[src/rtl/key_stream_gen_pkg.sv]
// Shared constants and helpers for the PRESENT round-key stream generator.
package key_stream_gen_pkg;

  localparam int ROT_AMT = 61;

  typedef enum logic {
    ST_IDLE,
    ST_EMIT
  } state_e;

  function automatic bit key_width_ok(input int w);
    return (w == 80) || (w == 128);
  endfunction

  // LSB of the 5-bit round-counter field XORed into the key during an update.
  function automatic int ctr_lsb(input int w);
    return (w == 128) ? 62 : 15;
  endfunction

endpackage

[src/rtl/key_stream_gen_key_step.sv]
// One PRESENT key-schedule update: rotate left 61, sbox the top nibble(s),
// XOR the round counter into the width-specific counter field.
module key_step
  import key_stream_gen_pkg::*;
#(
  parameter int KEY_WIDTH = 80
) (
  input  logic [KEY_WIDTH-1:0] key_i,
  input  logic [4:0]           ctr_i,
  output logic [KEY_WIDTH-1:0] key_o
);

  localparam int NSBOX   = (KEY_WIDTH == 128) ? 2 : 1;
  localparam int CTR_LSB = ctr_lsb(KEY_WIDTH);

  logic [KEY_WIDTH-1:0] rot;
  logic [4*NSBOX-1:0]   sb_out;
  logic [KEY_WIDTH-1:0] ctr_mask;

  assign rot = {key_i[KEY_WIDTH-ROT_AMT-1:0], key_i[KEY_WIDTH-1:KEY_WIDTH-ROT_AMT]};

  for (genvar gi = 0; gi < NSBOX; gi++) begin : g_sbox
    present_sbox u_sbox (
      .nib_i(rot[KEY_WIDTH-1-4*gi -: 4]),
      .nib_o(sb_out[4*NSBOX-1-4*gi -: 4])
    );
  end

  assign ctr_mask = {{(KEY_WIDTH-5){1'b0}}, ctr_i} << CTR_LSB;
  assign key_o    = {sb_out, rot[KEY_WIDTH-4*NSBOX-1:0]} ^ ctr_mask;

endmodule

[src/rtl/present_sbox.sv]
// PRESENT 4-bit substitution box.
module present_sbox (
  input  logic [3:0] nib_i,
  output logic [3:0] nib_o
);

  always_comb begin
    nib_o = 4'h0;
    case (nib_i)
      4'h0: nib_o = 4'hC;
      4'h1: nib_o = 4'h5;
      4'h2: nib_o = 4'h6;
      4'h3: nib_o = 4'hB;
      4'h4: nib_o = 4'h9;
      4'h5: nib_o = 4'h0;
      4'h6: nib_o = 4'hA;
      4'h7: nib_o = 4'hD;
      4'h8: nib_o = 4'h3;
      4'h9: nib_o = 4'hE;
      4'hA: nib_o = 4'hF;
      4'hB: nib_o = 4'h8;
      4'hC: nib_o = 4'h4;
      4'hD: nib_o = 4'h7;
      4'hE: nib_o = 4'h1;
      4'hF: nib_o = 4'h2;
      default: nib_o = 4'h0;
    endcase
  end

endmodule

[src/rtl/key_stream_gen.sv]
// Sequential PRESENT round-key generator: loads a master key, then streams
// K1..K(ROUNDS+1) one per accepted cycle.
module key_stream_gen
  import key_stream_gen_pkg::*;
#(
  parameter int KEY_WIDTH = 80,
  parameter int ROUNDS    = 31
) (
  input  logic                 clk,
  input  logic                 rst,
  input  logic                 key_valid,
  output logic                 key_ready,
  input  logic [KEY_WIDTH-1:0] key,
  input  logic                 abort,
  output logic                 rk_valid,
  input  logic                 rk_ready,
  output logic [63:0]          rk,
  output logic [4:0]           rk_index,
  output logic                 rk_last
);

  if (!key_width_ok(KEY_WIDTH)) begin : g_bad_width
    $error("key_stream_gen: KEY_WIDTH must be 80 or 128");
  end
  if (ROUNDS < 1 || ROUNDS > 31) begin : g_bad_rounds
    $error("key_stream_gen: ROUNDS must be in 1..31");
  end

  localparam logic [4:0] LAST_IDX = 5'(ROUNDS);

  state_e               state_q, state_d;
  logic [KEY_WIDTH-1:0] key_q, key_d;
  logic [4:0]           idx_q, idx_d;
  logic [4:0]           idx_inc;
  logic [KEY_WIDTH-1:0] key_stepped;

  assign idx_inc = idx_q + 5'd1;

  key_step #(.KEY_WIDTH(KEY_WIDTH)) u_step (
    .key_i(key_q),
    .ctr_i(idx_inc),
    .key_o(key_stepped)
  );

  always_ff @(posedge clk or posedge rst) begin
    if (rst) begin
      state_q <= ST_IDLE;
      key_q   <= '0;
      idx_q   <= '0;
    end else begin
      state_q <= state_d;
      key_q   <= key_d;
      idx_q   <= idx_d;
    end
  end

  always_comb begin
    state_d = state_q;
    key_d   = key_q;
    idx_d   = idx_q;
    case (state_q)
      ST_IDLE: begin
        if (key_valid) begin
          state_d = ST_EMIT;
          key_d   = key;
          idx_d   = '0;
        end
      end
      ST_EMIT: begin
        // abort wins over a same-cycle handshake on the round-key side
        if (abort) begin
          state_d = ST_IDLE;
          idx_d   = '0;
        end else if (rk_ready) begin
          if (idx_q == LAST_IDX) begin
            state_d = ST_IDLE;
          end else begin
            key_d = key_stepped;
            idx_d = idx_inc;
          end
        end
      end
      default: state_d = ST_IDLE;
    endcase
  end

  assign key_ready = (state_q == ST_IDLE);
  assign rk_valid  = (state_q == ST_EMIT);
  assign rk        = key_q[KEY_WIDTH-1 -: 64];
  assign rk_index  = idx_q;
  assign rk_last   = rk_valid && (idx_q == LAST_IDX);

endmodule

[config.mk]
export PLATFORM = sky130hd
export DESIGN_NAME = key_stream_gen
export DESIGN_NICKNAME = d
export VERILOG_FILES = /design/src/rtl/key_stream_gen_pkg.sv /design/src/rtl/key_stream_gen_key_step.sv /design/src/rtl/present_sbox.sv /design/src/rtl/key_stream_gen.sv
export SDC_FILE = /design/constraint.sdc
export NUM_CORES = 1
export LEC_CHECK = 0
export BUFFER_PORTS_ARGS = -buffer_cell sky130_fd_sc_hd__buf_2
export CAP_MARGIN = 20
export CORE_ASPECT_RATIO = 0.8
export CORE_MARGIN = 1
export CORE_UTILIZATION = 45
export CTS_CLUSTER_DIAMETER = 60
export CTS_CLUSTER_SIZE = 8
export DETAILED_ROUTE_END_ITERATION = 8
export GPL_TIMING_DRIVEN = 1
export PLACE_DENSITY = 0.79
export SLEW_MARGIN = 20
export SYNTH_ARGS = -nofsm -noshare
export SYNTH_HDL_FRONTEND = slang
export SYNTH_HIERARCHICAL = 1
export SYNTH_SLANG_ARGS = --single-unit
[constraint.sdc]
create_clock -name clk -period 3.35 [get_ports clk]
set_input_delay 0.335 -clock clk [delete_from_list [all_inputs] [get_ports clk]]
set_output_delay 0.335 -clock clk [all_outputs]
set_load 0.02 [all_outputs]
Word level (Yosys, flattened, before mapping). Memory sizes are Yosys's and may differ from the RTL's. Cells that the tools add are included.

ROM bits: 64. Word-level logic and storage cells: 32. Memories: 1. Input bits: 85. Output and inout bits: 72. Register bits after elaboration: 86.

Memories: (name not given) (words 16, bits a word 4, read ports 1, clocked after Yosys merged registers in 0, wr ports 0, RTL line present_sbox.sv:9) `case (nib_i)`.

Reductions and logical operators: 3. Equality and inequality tests: 7. Bitwise logic cells: 2. Muxes and demuxes: 15. Add/sub/neg operators: 1.

Operator list (count): 80-bit two-way mux (4); 80-bit one-hot mux with 2 select lines (1); 80-bit by 20-bit bitwise XOR with 80-bit output (1); 5-bit two-way mux (4); 5-bit one-hot mux with 2 select lines (1); 2-bit != test (second input constant) (4); 3-bit != test (second input constant) (2); 5-bit by 1-bit adder with 5-bit output (second input constant) (1); 5-bit == test (second input constant) (1); 1-bit two-way mux (4); 4-bit AND reduction (1); 3-bit AND reduction (1); 1-bit one-hot mux with 2 select lines (1); 1-bit logical AND (1); 1-bit NOT (1).

Longest topological paths before layout.
Depth after elaboration: 6. Gate-level depth with buffers: 8. Depth with buffers taken out: 6.

Hierarchy. Netlist, hierarchy kept.

By module, submodules not included: key_stream_gen (instances 1, cells an instance 353, area each 5071.1 sq um, seq. area each 2152.1 sq um); key_step (instances 1, cells an instance 76, area each 576.8 sq um, seq. area each 0.0 sq um); present_sbox (instances 1, cells an instance 18, area each 185.2 sq um, seq. area each 0.0 sq um).

Worst setup path before layout. Ideal clock, no wire load.

Path type: register to register. Start point: register idx_q[0] (netlist: rk_index[0]). End point: register key_q[0]. Setup time: 0.125 ns. Stages on the path, launching flop included: 9. Path buffers: 2. Arrival time: 2.139 ns. Clock period less this slack: 2.265 ns. Setup slack: 1.085 ns. Required time: 3.225 ns. Cell sequence: dfrtp_1 > ha_1 > and3_1 > ha_1 > and4bb_4 > a21o_1 > buf_6 > buf_6 > mux2_4.

Cells in the longest elaborated chain, start to end: 3.

RTL lines: start, declared (RTL line key_stream_gen.sv:33) `logic [4:0] idx_q, idx_d;`; start signal, assigned (RTL line key_stream_gen.sv:53) `idx_q <= idx_d;`; 5-bit == test (RTL line key_stream_gen.sv:75) `if (idx_q == LAST_IDX) begin`; 2-bit != test (no line); 4-bit AND reduction (no line); end signal, assigned (RTL line key_stream_gen.sv:52) `key_q <= key_d;`; end, declared (RTL line key_stream_gen.sv:32) `logic [KEY_WIDTH-1:0] key_q, key_d;`.

No other way between the ends. A chain may end at the register's enable or synchronous reset.

Worst setup path in the final report.
Start point: register idx_q[0] (netlist: rk_index[0]). End point: register key_q[31].

The elaborated chain is that of the path after synthesis.

==> impl_summary.md <==
Worst hold path
The worst hold-check path type is in -> async.

Timing
The worst hold slack after final layout is 0.2044 ns. The final-report max-slew violation count is 0. Subtracting the final worst setup slack from the clock period gives 2.576 ns. The final setup violation count is 0. Across the routed clock network, the largest skew measured is 0.005375 ns. The final hold violation count came to 0. In the finished design, the share of the clock period the worst path needs comes to 0.7689. Summed over all failing endpoints, the final setup total negative slack is 0 ns. The transition time of the tightest slew-check pin is 0.7937 ns. The achievable frequency is 0.3882 GHz. Setup repair after global routing left no endpoint under its margin. The normalized max-slew margin is 0.4709.

After layout, the worst setup slack is 0.7743 ns.

Die
Measured along the x axis, the die boundary spans 129.3 um. The number of ports placed on the die boundary is 157. The placeable core area is 12390 um^2. The number of cell rows is 36. For this configuration, the core starts out at a cell density of 0.4709. The die covers 13420 um^2. The die is 103.8 um tall.

Detailed routing
The wire length after detailed routing is 10420 um. The violation count after the first detailed-routing iteration is 85. The detail route stage leaves a number of antenna-violating nets equal to 0.

The first detailed-routing pass took 4 iterations. The average routed wire per standard cell is 16.28 um. In the routed layout, each cell is associated on average with a via count of 4.722. The routed layout has 3022 vias. After detailed routing, the number of remaining DRC violations is 0.

Pwr
Dividing total power by cell area gives a power density of 897.1 nW/um^2. The internal portion of total power is 3389 uW. Summed over all cells, the static leakage comes to 0.002944 uW. Of the total power, the clock network draws 0.176. IR analysis of the VDD net gives a maximum drop of 0.3697 mV. The overall power of the completed layout is 5394 uW.

Of the total power, the share spent switching nets is 0.3716. In this run the power spent charging and discharging nets is 2004 uW. The share of power burned in combinational logic is 0.454. The share of total power dissipated in sequential elements is 0.371.

Final layout
Of the cells placed in the final design, the portion with a size suffix greater than 1 is 0.7356. The number of nets in the layout is 556. Leaving out filler cells and counting taps, the final layout contains 640. Summing all flip-flop and latch instances after layout gives 2156 um^2. The number of filler instances in the final layout is 1084.

The repair_antennas step left the layout with diodes totalling 0. The area growth from synthesis to final layout is 3.067%. The area of the multi-input gates is 2496 um^2.

GRT
Global routing finished with a remaining overflow of 0. The maximum number of pins on one net before global-route repair is 87. The first global-routing pass estimated 17060 um of wire.

The initial antenna violation count was 0. The overall fraction of global-route tracks in use is 0.1628. The via count of the first global-routing pass was 3207.

Worst setup path
The data required time at the worst endpoint is 3.57 ns. STA puts the critical path data arrival time at 2.79 ns. The largest single stage delay on the critical path is 0.43 ns. The startpoint identified for the worst register-to-register timing path is rk_index[0]. The top fanout value on the critical path is 34. Tracing the worst setup path back leads to its startpoint at rk_index[0]. The most numerous cell type found on the critical path is sky130_fd_sc_hd__ha_1. The worst setup path is launched from a flip-flop.

The slowest cell on the critical path is sky130_fd_sc_hd__dfrtp_1. The signal on the critical path passes through ha_1, and3_1, ha_1, and4bb_4, a21o_4, buf_12, mux2_4. The worst setup path is captured at a flip-flop. The critical path is of the reg -> reg type.

Clock tree
The cts-stage hold buffer count is 0. CTS built an H-tree with a depth of 3. The post-CTS setup buffer count is 0. For the worst-skew pair, the clock arrives at the later sink with an insertion delay of 0.33 ns. The root buffer cell chosen for the clock tree is sky130_fd_sc_hd__clkbuf_16.

After clock tree synthesis, the repair step resized 0 gates. The clock passes through at most 2 buffers. The number of sinks handled by clock tree synthesis is 86.

The TritonCTS buffer count is 9. TritonCTS built the clock tree. The CTS clock-pin slew for the worst setup and hold paths is 0.06 ns.

Synth
The cell area after technology mapping is 5833 um^2. The synthesized design contains 0 enable-type register cells. The per-instance average area after synthesis is 13.05 um^2.

The most used flip-flop cell after synthesis is sky130_fd_sc_hd__dfrtp_1. The number of warnings issued by yosys is 6. The fraction of synthesis flops using an asynchronous set or reset pin is 1.000. The share of synthesized area in the top cell type comes to 0.3689. In the synthesized netlist, the number of instances is 447. By area, the combinational part of the netlist is dominated by multiplexers. Synthesis instantiated 29 different standard cells from the library. The sequential element share of the synthesized area is 0.3689. The synthesized net count is 539. sky130_fd_sc_hd__dfrtp_1 takes more of the synthesized area than any other cell. The area fraction in compound gates after synthesis is 0.01630.

The synthesis-stage register bit count is 86. The commonest cells after synthesis are sky130_fd_sc_hd__buf_4 (135), sky130_fd_sc_hd__dfrtp_1 (86), sky130_fd_sc_hd__mux2_2 (81). The xor/xnor cell area share of the yosys netlist is 0.01051. Of the total synthesized cell area, the portion taken by full adders, half adders and majority gates is 0.01502. The proportion of synthesized area in mux cells is 0.3717. The most frequently used cell type in the post-synthesis netlist is sky130_fd_sc_hd__buf_4. In the post-synthesis netlist, the biggest area contributors are sky130_fd_sc_hd__dfrtp_1 (37%), sky130_fd_sc_hd__mux2_4 (21%), sky130_fd_sc_hd__buf_4 (17%), sky130_fd_sc_hd__mux2_2 (16%), sky130_fd_sc_hd__buf_6 (1.9%). Of the total synthesized cell area, the portion taken by AND, OR, NAND and NOR gates is 0.01308.

Place
The half-perimeter wire length of the detailed placement result is 7380 um. Routability-driven placement finished with a final weighted congestion of 0.7719. The number of buffers inserted by port buffering is 156. The pre-CTS setup slack is 0.8074 ns.

Once placement completed, the tool counted placed cells totaling 624.

Flow run
The max-cap violation count is 0.

Status
The run finished with clean final reports.
metal layers:
metal | wire, um | up-vias | track usage | share of wire
met3 | 471 | 7 | 0.03874 | 0.045
met1 | 4999 | 1489 | 0.2223 | 0.48
met2 | 4872 | 92 | 0.2581 | 0.47
met5 | 0 | - | 0 | 0
met4 | 76 | 0 | 0.03950 | 0.0073
li1 | - | 1434 | - | -
cells in the final DEF (no fill, tap or decap), types with 2 or more instances in the layout:
| cell | n |
|---|---|
| sky130_fd_sc_hd__mux2_4 | 80 |
| sky130_fd_sc_hd__nor2b_1 | 3 |
| sky130_fd_sc_hd__clkinv_4 | 2 |
| sky130_fd_sc_hd__mux4_2 | 2 |
| sky130_fd_sc_hd__xnor2_1 | 2 |
| sky130_fd_sc_hd__buf_12 | 2 |
| sky130_fd_sc_hd__mux2_2 | 81 |
| sky130_fd_sc_hd__o2bb2ai_1 | 2 |
| sky130_fd_sc_hd__buf_2 | 156 |
| sky130_fd_sc_hd__a22o_1 | 4 |
| sky130_fd_sc_hd__xor2_1 | 5 |
| sky130_fd_sc_hd__inv_1 | 5 |
| sky130_fd_sc_hd__ha_1 | 7 |
| sky130_fd_sc_hd__dfrtp_1 | 85 |
| sky130_fd_sc_hd__o21ai_0 | 2 |
| sky130_fd_sc_hd__inv_6 | 2 |
| sky130_fd_sc_hd__clkbuf_16 | 9 |
| sky130_fd_sc_hd__clkinvlp_4 | 3 |
worst max-delay path, delay by kind of cell (launching register included):
kind            cells  cell delay [ns]
compound gates      1             0.33
fa+ha+maj           2             0.44
buf+inv             1             0.31
flops               1             0.43
mux                 1             0.33
simple gates        2             0.58
path summary, 6_finish.rpt:
kind                        endpoint  slack, ns  depth (start not counted)
hold reg to reg            key_q[12]       0.51                          1
setup / recovery           key_q[31]       0.77                          7
max in group asynchronous   rk_valid       2.52                          3
setup reg to reg           key_q[31]       0.77                          7
min in group clk            rk_valid       0.29                          2
hold / removal             key_q[27]       0.20                          3
cell families (layout without fill, tap and decap cells):
family,Yosys count,count (layout)
DFF,86,86
and+or+nand+nor,11,11
buffers and inverters,160,182
AOI/OAI and AO/OA,12,12
adders and majority gates,7,7
muxes,164,164
xor gates and xnor gates,7,7
metrics by stage:
step,area [um^2],util
floorplan,5833,-
global placement,5725,0.4622
detailed placement,5725,0.4622
CTS,6008,0.4851
global route,6012,0.4854
finish,6012,0.4854
flip-flops by register name (all words and copies together) (netlist names):
signal and cells:
rk_index 5, rk_valid 1, key_q 80
cell type report:
class,count,area share
Clock buffer,9,0.03746
Inverter,6,0.003954
Sequential cell,86,0.3586
Tap cell,171,0.03559
Clock inverter,7,0.009573
Multi-Input combinational cell,201,0.4152
Timing Repair Buffer,160,0.1396
power groups by stage:
| stage | registers, uW | clock network [uW] | logic, uW |
|---|---|---|---|
| 2_1_floorplan | 1830 | 0 | 3010 |
| 3_5_place_dp | 2010 | 0 | 2460 |
| 3_3_place_gp | 1990 | 0 | 2410 |
| 5_1_grt | 2080 | 1020 | 2610 |
| 4_1_cts | 2000 | 975 | 2470 |
| 6_report | 2000 | 947 | 2450 |
(Power assumes the default switching activity.)
